$ cat src/rtl/sys_rst_ctrl_pkg.sv
// Shared types and defaults for the system reset controller.
// State encoding and parameter defaults live here.
package sys_rst_ctrl_pkg;

  typedef enum logic [1:0] {
    ST_WAIT_LOCK   = 2'd0,
    ST_LOCK_STABLE = 2'd1,
    ST_HOLD_RST    = 2'd2,
    ST_RUN         = 2'd3
  } state_e;

  localparam int unsigned LOCK_WAIT_DEF = 16;
  localparam int unsigned RST_HOLD_DEF  = 8;
  localparam int unsigned DEBOUNCE_DEF  = 4;

  localparam logic [7:0] LOSS_MAX = 8'hFF;

  function automatic int unsigned max2(
    input int unsigned a,
    input int unsigned b
  );
    return (a > b) ? a : b;
  endfunction

endpackage

$ cat src/rtl/sys_rst_ctrl_btn_debounce.sv
// Step button synchronizer, debouncer and rising-edge detector.
// Accepted level moves only after DEBOUNCE equal differing samples.
module btn_debounce
  import sys_rst_ctrl_pkg::*;
#(
  parameter int unsigned DEBOUNCE = DEBOUNCE_DEF
) (
  input  logic clk,
  input  logic rst,
  input  logic btn_in,
  output logic level,
  output logic rise_pulse
);

  localparam int unsigned DW =
    (DEBOUNCE > 2) ? $clog2(DEBOUNCE) : 1;
  localparam logic [DW-1:0] DB_TC = DW'(DEBOUNCE - 1);

  logic          m_q, m_d;
  logic          s_q, s_d;
  logic          lvl_q, lvl_d;
  logic          rise_q, rise_d;
  logic [DW-1:0] cnt_q, cnt_d;

  // Sample chain, debounce counter and edge detect.
  always_comb begin
    m_d   = btn_in;
    s_d   = m_q;
    lvl_d = lvl_q;
    cnt_d = '0;
    if (s_q != lvl_q) begin
      if (cnt_q == DB_TC) begin
        lvl_d = s_q;
      end else begin
        cnt_d = cnt_q + 1'b1;
      end
    end
    rise_d = lvl_d & ~lvl_q;
  end

  // Register stage with synchronous reset.
  always_ff @(posedge clk) begin
    if (rst) begin
      m_q    <= 1'b0;
      s_q    <= 1'b0;
      lvl_q  <= 1'b0;
      rise_q <= 1'b0;
      cnt_q  <= '0;
    end else begin
      m_q    <= m_d;
      s_q    <= s_d;
      lvl_q  <= lvl_d;
      rise_q <= rise_d;
      cnt_q  <= cnt_d;
    end
  end

  assign level      = lvl_q;
  assign rise_pulse = rise_q;

endmodule

$ cat src/rtl/sys_rst_ctrl.sv
// System reset sequencer: waits for stable lock, holds reset,
// then enables the CPU continuously or one step per press.
module sys_rst_ctrl
  import sys_rst_ctrl_pkg::*;
#(
  parameter int unsigned LOCK_WAIT = LOCK_WAIT_DEF,
  parameter int unsigned RST_HOLD  = RST_HOLD_DEF,
  parameter int unsigned DEBOUNCE  = DEBOUNCE_DEF
) (
  input  logic       clk,
  input  logic       rst,
  input  logic       locked,
  input  logic       btn_step,
  input  logic       run_mode,
  output logic       sys_rst,
  output logic       cpu_en,
  output logic [1:0] state,
  output logic [7:0] lock_loss_cnt
);

  localparam int unsigned CMAX = max2(LOCK_WAIT, RST_HOLD);
  localparam int unsigned CW =
    (CMAX > 2) ? $clog2(CMAX) : 1;
  localparam logic [CW-1:0] LW_TC = CW'(LOCK_WAIT - 1);
  localparam logic [CW-1:0] RH_TC = CW'(RST_HOLD - 1);

  state_e        state_q, state_d;
  logic [CW-1:0] cnt_q, cnt_d;
  logic [7:0]    loss_q, loss_d;
  logic          lk_m_q, lk_m_d;
  logic          lk_s_q, lk_s_d;
  logic          sys_rst_q, sys_rst_d;
  logic          cpu_en_q, cpu_en_d;
  logic          btn_level;
  logic          step_pulse;

  btn_debounce #(
    .DEBOUNCE (DEBOUNCE)
  ) u_btn (
    .clk        (clk),
    .rst        (rst),
    .btn_in     (btn_step),
    .level      (btn_level),
    .rise_pulse (step_pulse)
  );

  // Next state, counters and registered outputs.
  always_comb begin
    lk_m_d  = locked;
    lk_s_d  = lk_m_q;
    state_d = state_q;
    cnt_d   = cnt_q;
    loss_d  = loss_q;
    unique case (state_q)
      ST_WAIT_LOCK: begin
        cnt_d = '0;
        if (lk_s_q) state_d = ST_LOCK_STABLE;
      end
      ST_LOCK_STABLE: begin
        if (!lk_s_q) begin
          state_d = ST_WAIT_LOCK;
        end else if (cnt_q == LW_TC) begin
          state_d = ST_HOLD_RST;
          cnt_d   = '0;
        end else begin
          cnt_d = cnt_q + 1'b1;
        end
      end
      ST_HOLD_RST: begin
        if (!lk_s_q) begin
          state_d = ST_WAIT_LOCK;
        end else if (cnt_q == RH_TC) begin
          state_d = ST_RUN;
          cnt_d   = '0;
        end else begin
          cnt_d = cnt_q + 1'b1;
        end
      end
      ST_RUN: begin
        if (!lk_s_q) begin
          state_d = ST_WAIT_LOCK;
          if (loss_q != LOSS_MAX) begin
            loss_d = loss_q + 8'd1;
          end
        end
      end
      default: state_d = ST_WAIT_LOCK;
    endcase
    sys_rst_d = (state_d != ST_RUN);
    cpu_en_d  = (state_d == ST_RUN) &&
                (run_mode ||
                 ((state_q == ST_RUN) && step_pulse));
  end

  // State and output registers with synchronous reset.
  always_ff @(posedge clk) begin
    if (rst) begin
      state_q   <= ST_WAIT_LOCK;
      cnt_q     <= '0;
      loss_q    <= 8'd0;
      lk_m_q    <= 1'b0;
      lk_s_q    <= 1'b0;
      sys_rst_q <= 1'b1;
      cpu_en_q  <= 1'b0;
    end else begin
      state_q   <= state_d;
      cnt_q     <= cnt_d;
      loss_q    <= loss_d;
      lk_m_q    <= lk_m_d;
      lk_s_q    <= lk_s_d;
      sys_rst_q <= sys_rst_d;
      cpu_en_q  <= cpu_en_d;
    end
  end

  assign sys_rst       = sys_rst_q;
  assign cpu_en        = cpu_en_q;
  assign state         = state_q;
  assign lock_loss_cnt = loss_q;

  logic unused_level;
  assign unused_level = btn_level;

endmodule

$ cat config.mk
export PLATFORM = sky130hd
export DESIGN_NAME = sys_rst_ctrl
export DESIGN_NICKNAME = d
export VERILOG_FILES = /design/src/rtl/sys_rst_ctrl_pkg.sv /design/src/rtl/sys_rst_ctrl_btn_debounce.sv /design/src/rtl/sys_rst_ctrl.sv
export SDC_FILE = /design/constraint.sdc
export NUM_CORES = 1
export LEC_CHECK = 0
export CORE_ASPECT_RATIO = 1.4
export CORE_UTILIZATION = 46
export DETAILED_ROUTE_END_ITERATION = 8
export PLACE_DENSITY = 0.69
export SLEW_MARGIN = 5
export SYNTH_ARGS = -nofsm -noshare
export SYNTH_HDL_FRONTEND = slang
export SYNTH_SLANG_ARGS = --single-unit
export TNS_END_PERCENT = 50
$ cat constraint.sdc
create_clock -name clk -period 1.9 [get_ports clk]
set_input_delay 0.285 -clock clk [delete_from_list [all_inputs] [get_ports clk]]
set_output_delay 0.285 -clock clk [all_outputs]
set_load 0.02 [all_outputs]
==> metrics.txt, run 1 <==
outcome finished with violations; failing checks design-rule violations; CP endpoint kind register; Rel. slew slack between 60% and 70%; hpwl dp approximately 1500 um; Max clock buf depth 2; CTS clock-pin slew for the worst setup and hold paths about 0.14 ns; Max Clk Rate 560.7 MHz; period utilization between 90% and 100%; Max rail drop VDD between 0.4 and 0.5 mV; Final GP Congestion between 0.8 and 0.9; max-cap viol count 0; Final Hold Viols 0; Max Slew Vio Count 0; Placed Cells 159; cts bufs inserted 3; Worst Path Arrival 2.04 ns; Total Nets Final roughly 160; Post-DRT Antenna Nets 0; met3 GRT Util about 2.1%; clock latency on the worst-skew pair between 0.3 and 0.4 ns; fillers approximately 200; post-CTS setup buffer count 0; cell area after synthesis about 1100 um^2; Setup crit start kind register; largest net degree at the start of global routing 20; drt wl/cell between 10 and 15 um; layout cells sized above 1 9.929%; Crit Path Category register to register; CP Data Required Time roughly 2.2 ns; Placeable Area 2227 um^2; pwr dens approximately 690 nW/um^2; most frequent cells in the layout dfxtp_1 (22), clkdlybuf4s50_1 (16), nor2_1 (15); Die Wd around 43 um; drt drc 2; GRT Max-Usage Layer met2; CTS H-tree depth 1; vias in the first global route about 860; antenna violations before repair 0; fin util approximately three fifths; Post-Route WL around 2100 um; CTS root buf clkbuf_4; syn_nets around 140; number of buffers added on ports 16; Leakage 0.5012 nW; met2 usage between 30% and 40%; Synth cell types 33; Total Routing Usage GR between 10% and 20%; overflow left after global routing 0; drt first pass iters 7; register area share after synthesis a little over two fifths; Register Area 483.0 um^2; Worst Max-Slew Pin Slew between 0.5 and 0.6 ns; height of the die ~60 um; Layout Skew approximately 0.0063 ns; Initial Utilization about half; average size of a mapped cell just over 9 um^2; Rows 20; clock sink count 24; global-route wire length before repair roughly 3600 um; post-layout min period 1.784 ns; commonest non-fill, non-tap cell in the layout dfxtp_1; I/O Pins 17; Initial DRC Count 19; Area Growth Syn to Fin 22.51%; DIE AREA between 2000 and 3000 um^2; Syn Inst Count 122; M1 GR Usage 21.80%; worst hold-check path type register to register; Yosys warning total 0; final setup fails 0; final instance count without filler cells ~160; antenna fix cells 0; flops & latches, synth 24; Crit Path Max Fanout 6; Multi-input gate area slightly above 600 um^2; routed vias ~900; CTS tree done; via-per-instance ratio 5.509
## synth_stat cells
cell type	count	area [um^2]
nand4_1	2	12.51
dfxtp_1	24	480.5
inv_1	5	18.77
or3_2	2	15.01
and3_1	1	6.260
and4b_1	1	10.01
o21bai_2	1	11.26
a2111oi_0	1	8.760
o2111ai_1	1	8.760
mux2_4	1	15.01
nand2_1	9	33.78
o211ai_1	2	15.01
xnor2_1	1	8.760
o21bai_1	1	7.510
nor2_1	15	56.30
a211oi_1	1	7.510
nand3_1	4	20.02
nand2b_1	1	6.260
o22ai_1	1	6.260
or3_1	2	12.51
a31oi_1	1	6.260
clkbuf_1	2	7.510
ha_1	8	100.1
a21oi_1	7	35.03
nor2b_1	6	37.54
nand4b_1	2	17.52
mux2i_1	3	30.03
or4_1	2	15.01
or2_2	1	6.260
o21ai_0	5	25.02
and2_1	1	6.260
nor3_1	3	15.01
xor2_1	5	43.79
## cells by family (layout without fill, tap and decap cells)
logic type | after synthesis | count (layout) | synth area share [%]
compound gates | 21 | 21 | 11.88
xor+xnor | 6 | 6 | 4.751
fa+ha+maj | 8 | 8 | 9.050
buf+inv | 7 | 26 | 2.376
flops | 24 | 24 | 43.44
mux | 4 | 4 | 4.072
simple gates | 52 | 52 | 24.43
## metal layers
metal  vias up  part of all wire (%)
met5         -                     0
met4         0                   1.9
met3         4                   4.0
met2        22                    48
met1       408                    46
li1        464                     -
## registers in the layout, summed over array words and instances (netlist names)
signal            cells
cnt_q                 4
cpu_en                1
lk_m_q                1
lk_s_q                1
lock_loss_cnt         8
state                 2
sys_rst               1
u_btn.cnt_q           2
u_btn.level           1
u_btn.m_q             1
u_btn.rise_pulse      1
u_btn.s_q             1
## worst max-delay path, cell delays in order (launching register included)
cell,delay (ns)
dfxtp_2,0.38
inv_1,0.09
ha_1,0.26
o21ai_0,0.14
o21bai_2,0.23
or4_1,0.46
a31oi_1,0.16
## through the flow
step	cell area [um^2]	setup slack, ns	power [mW]	setup TNS, ns	hold slack (ns)
finish	1355	0.1165	0.9295	0	0.4335
global route	1355	-0.005193	0.9642	-0.005193	0.4550
CTS	1348	0.04159	0.9396	0	0.4370
detailed placement	1294	0.009736	0.5668	0	0.4179
global placement	1294	0.1445	0.5653	0	0.4087
floorplan	1106	0.06947	0.5488	0	0.3974
## area by class of cell
type | count | share of cell area (%)
repair buffers | 17 | 12.37
flip-flops and latches | 24 | 35.64
multi-input cells | 91 | 44.69
clock inverters | 1 | 2.216
inverters | 5 | 1.385
well taps | 22 | 2.031
clock buffers | 3 | 1.662
## report_power, final
part	total (mW)	switching [mW]	internal (mW)
Clock	0.373	0.160	0.213
Sequential	0.514	0.00490	0.509
Combinational	0.0423	0.0210	0.0213
Total	0.929	0.185	0.744
## timing repair
item / CTS / global route
gates resized for setup: 1 / 3
setup endpoints to repair: 1 / 4
hold buffers: 0 / 0
endpoints found under the hold margin: 0 / 0
## final timing paths
path,startpoint,endpoint,depth (start not counted),slack (ns)
setup / recovery,state[1],cnt_q[3],6,0.12
hold / removal,u_btn.cnt_q[0],u_btn.cnt_q[0],1,0.43
setup reg to reg,state[1],cnt_q[3],6,0.12
hold reg to reg,u_btn.cnt_q[0],u_btn.cnt_q[0],1,0.43
Power figures use the tool's default switching activity.
==> run 2, diff against run 1 <==
SYNTH_HIERARCHICAL = 1   (was not set)
==> run 2 against run 1 <==
  * The run now ends clean
  * Setup slack gained 0.042 ns
  * Critical path type unchanged
  * Via count is the same
  * Non-clock buffer count grew 3
  * Clock power shrank 28%
  * First-iteration DRC count shrank 47%
  * Global-route usage shrank 0.75 points
  * Cell area grew 1.8%
  * Count of clock-buffer cells in the layout grew 1
  * Register-to-register slack gained 0.04 ns
  * Sequential share of layout area shrank 0.43 points
  * Worst hold slack gained 0.021 ns
  * Largest power group unchanged
==> metrics.txt, run 2 <==
CTS root buf clkbuf_4; Synth area leaders dfxtp_1 (42%), ha_1 (8.8%), nor2_1 (4.3%), nor2b_1 (2.8%), a21oi_1 (2.6%); I/O Pins 17; RR Endpoint cnt_q[3]; number of buffers added on ports 16; Yosys warning total 6; outcome complete, no violations; Post-Synth Adder-Cell Area about 8.8%; post-synth top area share a little over two fifths; Rel. slew slack 80.88%; clock sink count 24; max reg flops 8; Layout Skew approximately 0.0037 ns; DIE AREA roughly 2700 um^2; Area Growth Syn to Fin 21.50%; layout cells sized above 1 roughly 11%; final setup fails 0; max-cap viol count 0; drt drc 0; number of flops mapped to enable cells by yosys 0; Final Hold Viols 0; final instance area about 1400 um^2; Max rail drop VDD between 0.4 and 0.5 mV; fillers 203; Final GP Congestion 0.7573; Initial DRC Count 10; Synth Flop Type dfxtp_1; Crit Path Category register to register; Post-Route WL between 2000 and 2500 um; average size of a mapped cell roughly 9.6 um^2; hold endpoint lk_s_q; Setup crit start kind register; launch point of the worst path state[1]; Worst Min Path Start lk_m_q; largest net degree at the start of global routing 14; DP Area between 1000 and 1500 um^2; Die Wd between 40 and 50 um; RSZ-0062 raised after global routing false; syn_nets about 130; Place WS roughly 0.056 ns; Worst Slack Setup Final 0.1586 ns; Syn Inst Count 118; most common cell in the netlist dfxtp_1; Post-DRT Antenna Nets 0; CTS H-tree depth 1; drt first pass iters 4; Max clock buf depth 2; Initial Utilization about half; flops & latches, synth 24; Worst Path Arrival about 2.0 ns; Total Routing Usage GR about 18%; period utilization about nine tenths; register area share after synthesis a little over two fifths; Leakage around 0.52 nW; CP endpoint kind register; commonest non-fill, non-tap cell in the layout dfxtp_1; Synth cell types roughly 40; Reg2Reg Launch Point state[1]; Crit Path Max Fanout 8; antenna fix cells 0; antenna violations before repair 0; clock latency on the worst-skew pair 0.31 ns; overflow left after global routing 0; Sum Neg Setup Slack 0 ns; Rows 20; routed vias 898; Tot Pwr between 800 and 900 uW; cts bufs inserted 3; CTS tree done; pwr dens 601.1 nW/um^2; XOR/XNOR share of the synthesized area a little over 3%; largest family of logic cells by synthesized area simple AND/OR/NAND/NOR gates; Total Nets Final roughly 150; Placeable Area around 2300 um^2; worst reg-to-reg setup slack about 0.16 ns; cell area after synthesis between 1000 and 1500 um^2; worst hold-check path type register to register; CTS hold repair buffers 0; post-layout min period 1.741 ns; CP Data Required Time 2.16 ns; Worst Max-Slew Pin Slew approximately 0.29 ns; via-per-instance ratio around 5.6; drt wl/cell between 10 and 15 um; vias in the first global route approximately 850; height of the die approximately 61 um; Simple-Gate Fraction of Synth Area 22.82%; area leader, netlist dfxtp_1; Max Slew Vio Count 0; most frequent cells in the layout dfxtp_1 (22), clkdlybuf4s50_1 (16), nor2_1 (13); global-route wire length before repair approximately 3500 um; mux cell area share after synthesis around 4.6%; CTS clock-pin slew for the worst setup and hold paths approximately 0.13 ns; Hold Path Stages 1; Reg2Reg Depth 6; Max Clk Rate roughly 570 MHz; ys async rst share 0%; commonest cells in the netlist dfxtp_1 (24), nor2_1 (13), ha_1 (8); Compound-Gate Fraction of Synth Area ~15%; hpwl dp between 1500 and 2000 um
-- run 2: cells by family after synthesis --
| group | Yosys count |
|---|---|
| mux | 5 |
| fa+ha+maj | 8 |
| xor+xnor | 4 |
| buf+inv | 8 |
| compound gates | 23 |
| simple gates | 46 |
| flops | 24 |
-- run 2: layout make-up --
type,count,area [um^2],area share (%)
timing repair buffer,20,190.2,13.79
multi-input combinational,86,620.6,45.01
clock buffer,4,36.28,2.632
tap,22,27.53,1.996
inverter,5,18.77,1.361
sequential,24,485.5,35.21
-- run 2: through the flow --
step                      utilization, %  hold WS [ns]  std cells
after floorplan                        -        0.3566        118
after global placement             59.22        0.4166        157
after detailed placement           59.22        0.4316        157
after CTS                          60.83        0.4560        161
after global routing               61.22        0.4730        161
final                              61.22        0.4546        161
-- run 2: how the worst max path moves through the flow --
stage | endpoint | slack (ns) | cells after the start
floorplan | cnt_q[3] | 0.07 | 6
global placement | cnt_q[3] | 0.14 | 6
detailed placement | cnt_q[3] | 0.06 | 6
CTS | cnt_q[3] | 0.02 | 6
global route | cnt_q[3] | 0.02 | 6
finish | cnt_q[3] | 0.16 | 6
-- run 2: where the power goes --
part	internal (mW)	switching [mW]
Clock	0.117	0.153
Sequential	0.508	0.00510
Combinational	0.0229	0.0225
Total	0.649	0.180
-- run 2: worst max-delay path, cell delays in order, from the launching register on --
cell and delay [ns]:
dfxtp_2 0.42, inv_1 0.09, ha_1 0.27, nor2_1 0.15, o21bai_2 0.13, or4_1 0.51, a21oi_1 0.13
-- run 2: repair_timing --
action	CTS	global route
hold endpoints to repair	0	0
setup buffers	0	0
resized for setup	0	4
endpoints found under the setup margin	0	3
-- run 2: per-layer routing --
| metal | global-route usage, % | up-vias | part of all wire (%) | wire length [um] |
|---|---|---|---|---|
| met5 | 0 | - | 0 | 0 |
| met4 | 11.26 | 0 | 2.2 | 46 |
| met3 | 2.083 | 6 | 2.8 | 60 |
| met2 | 30.92 | 15 | 50 | 1051 |
| met1 | 20.48 | 406 | 45 | 963 |
| li1 | - | 471 | - | - |
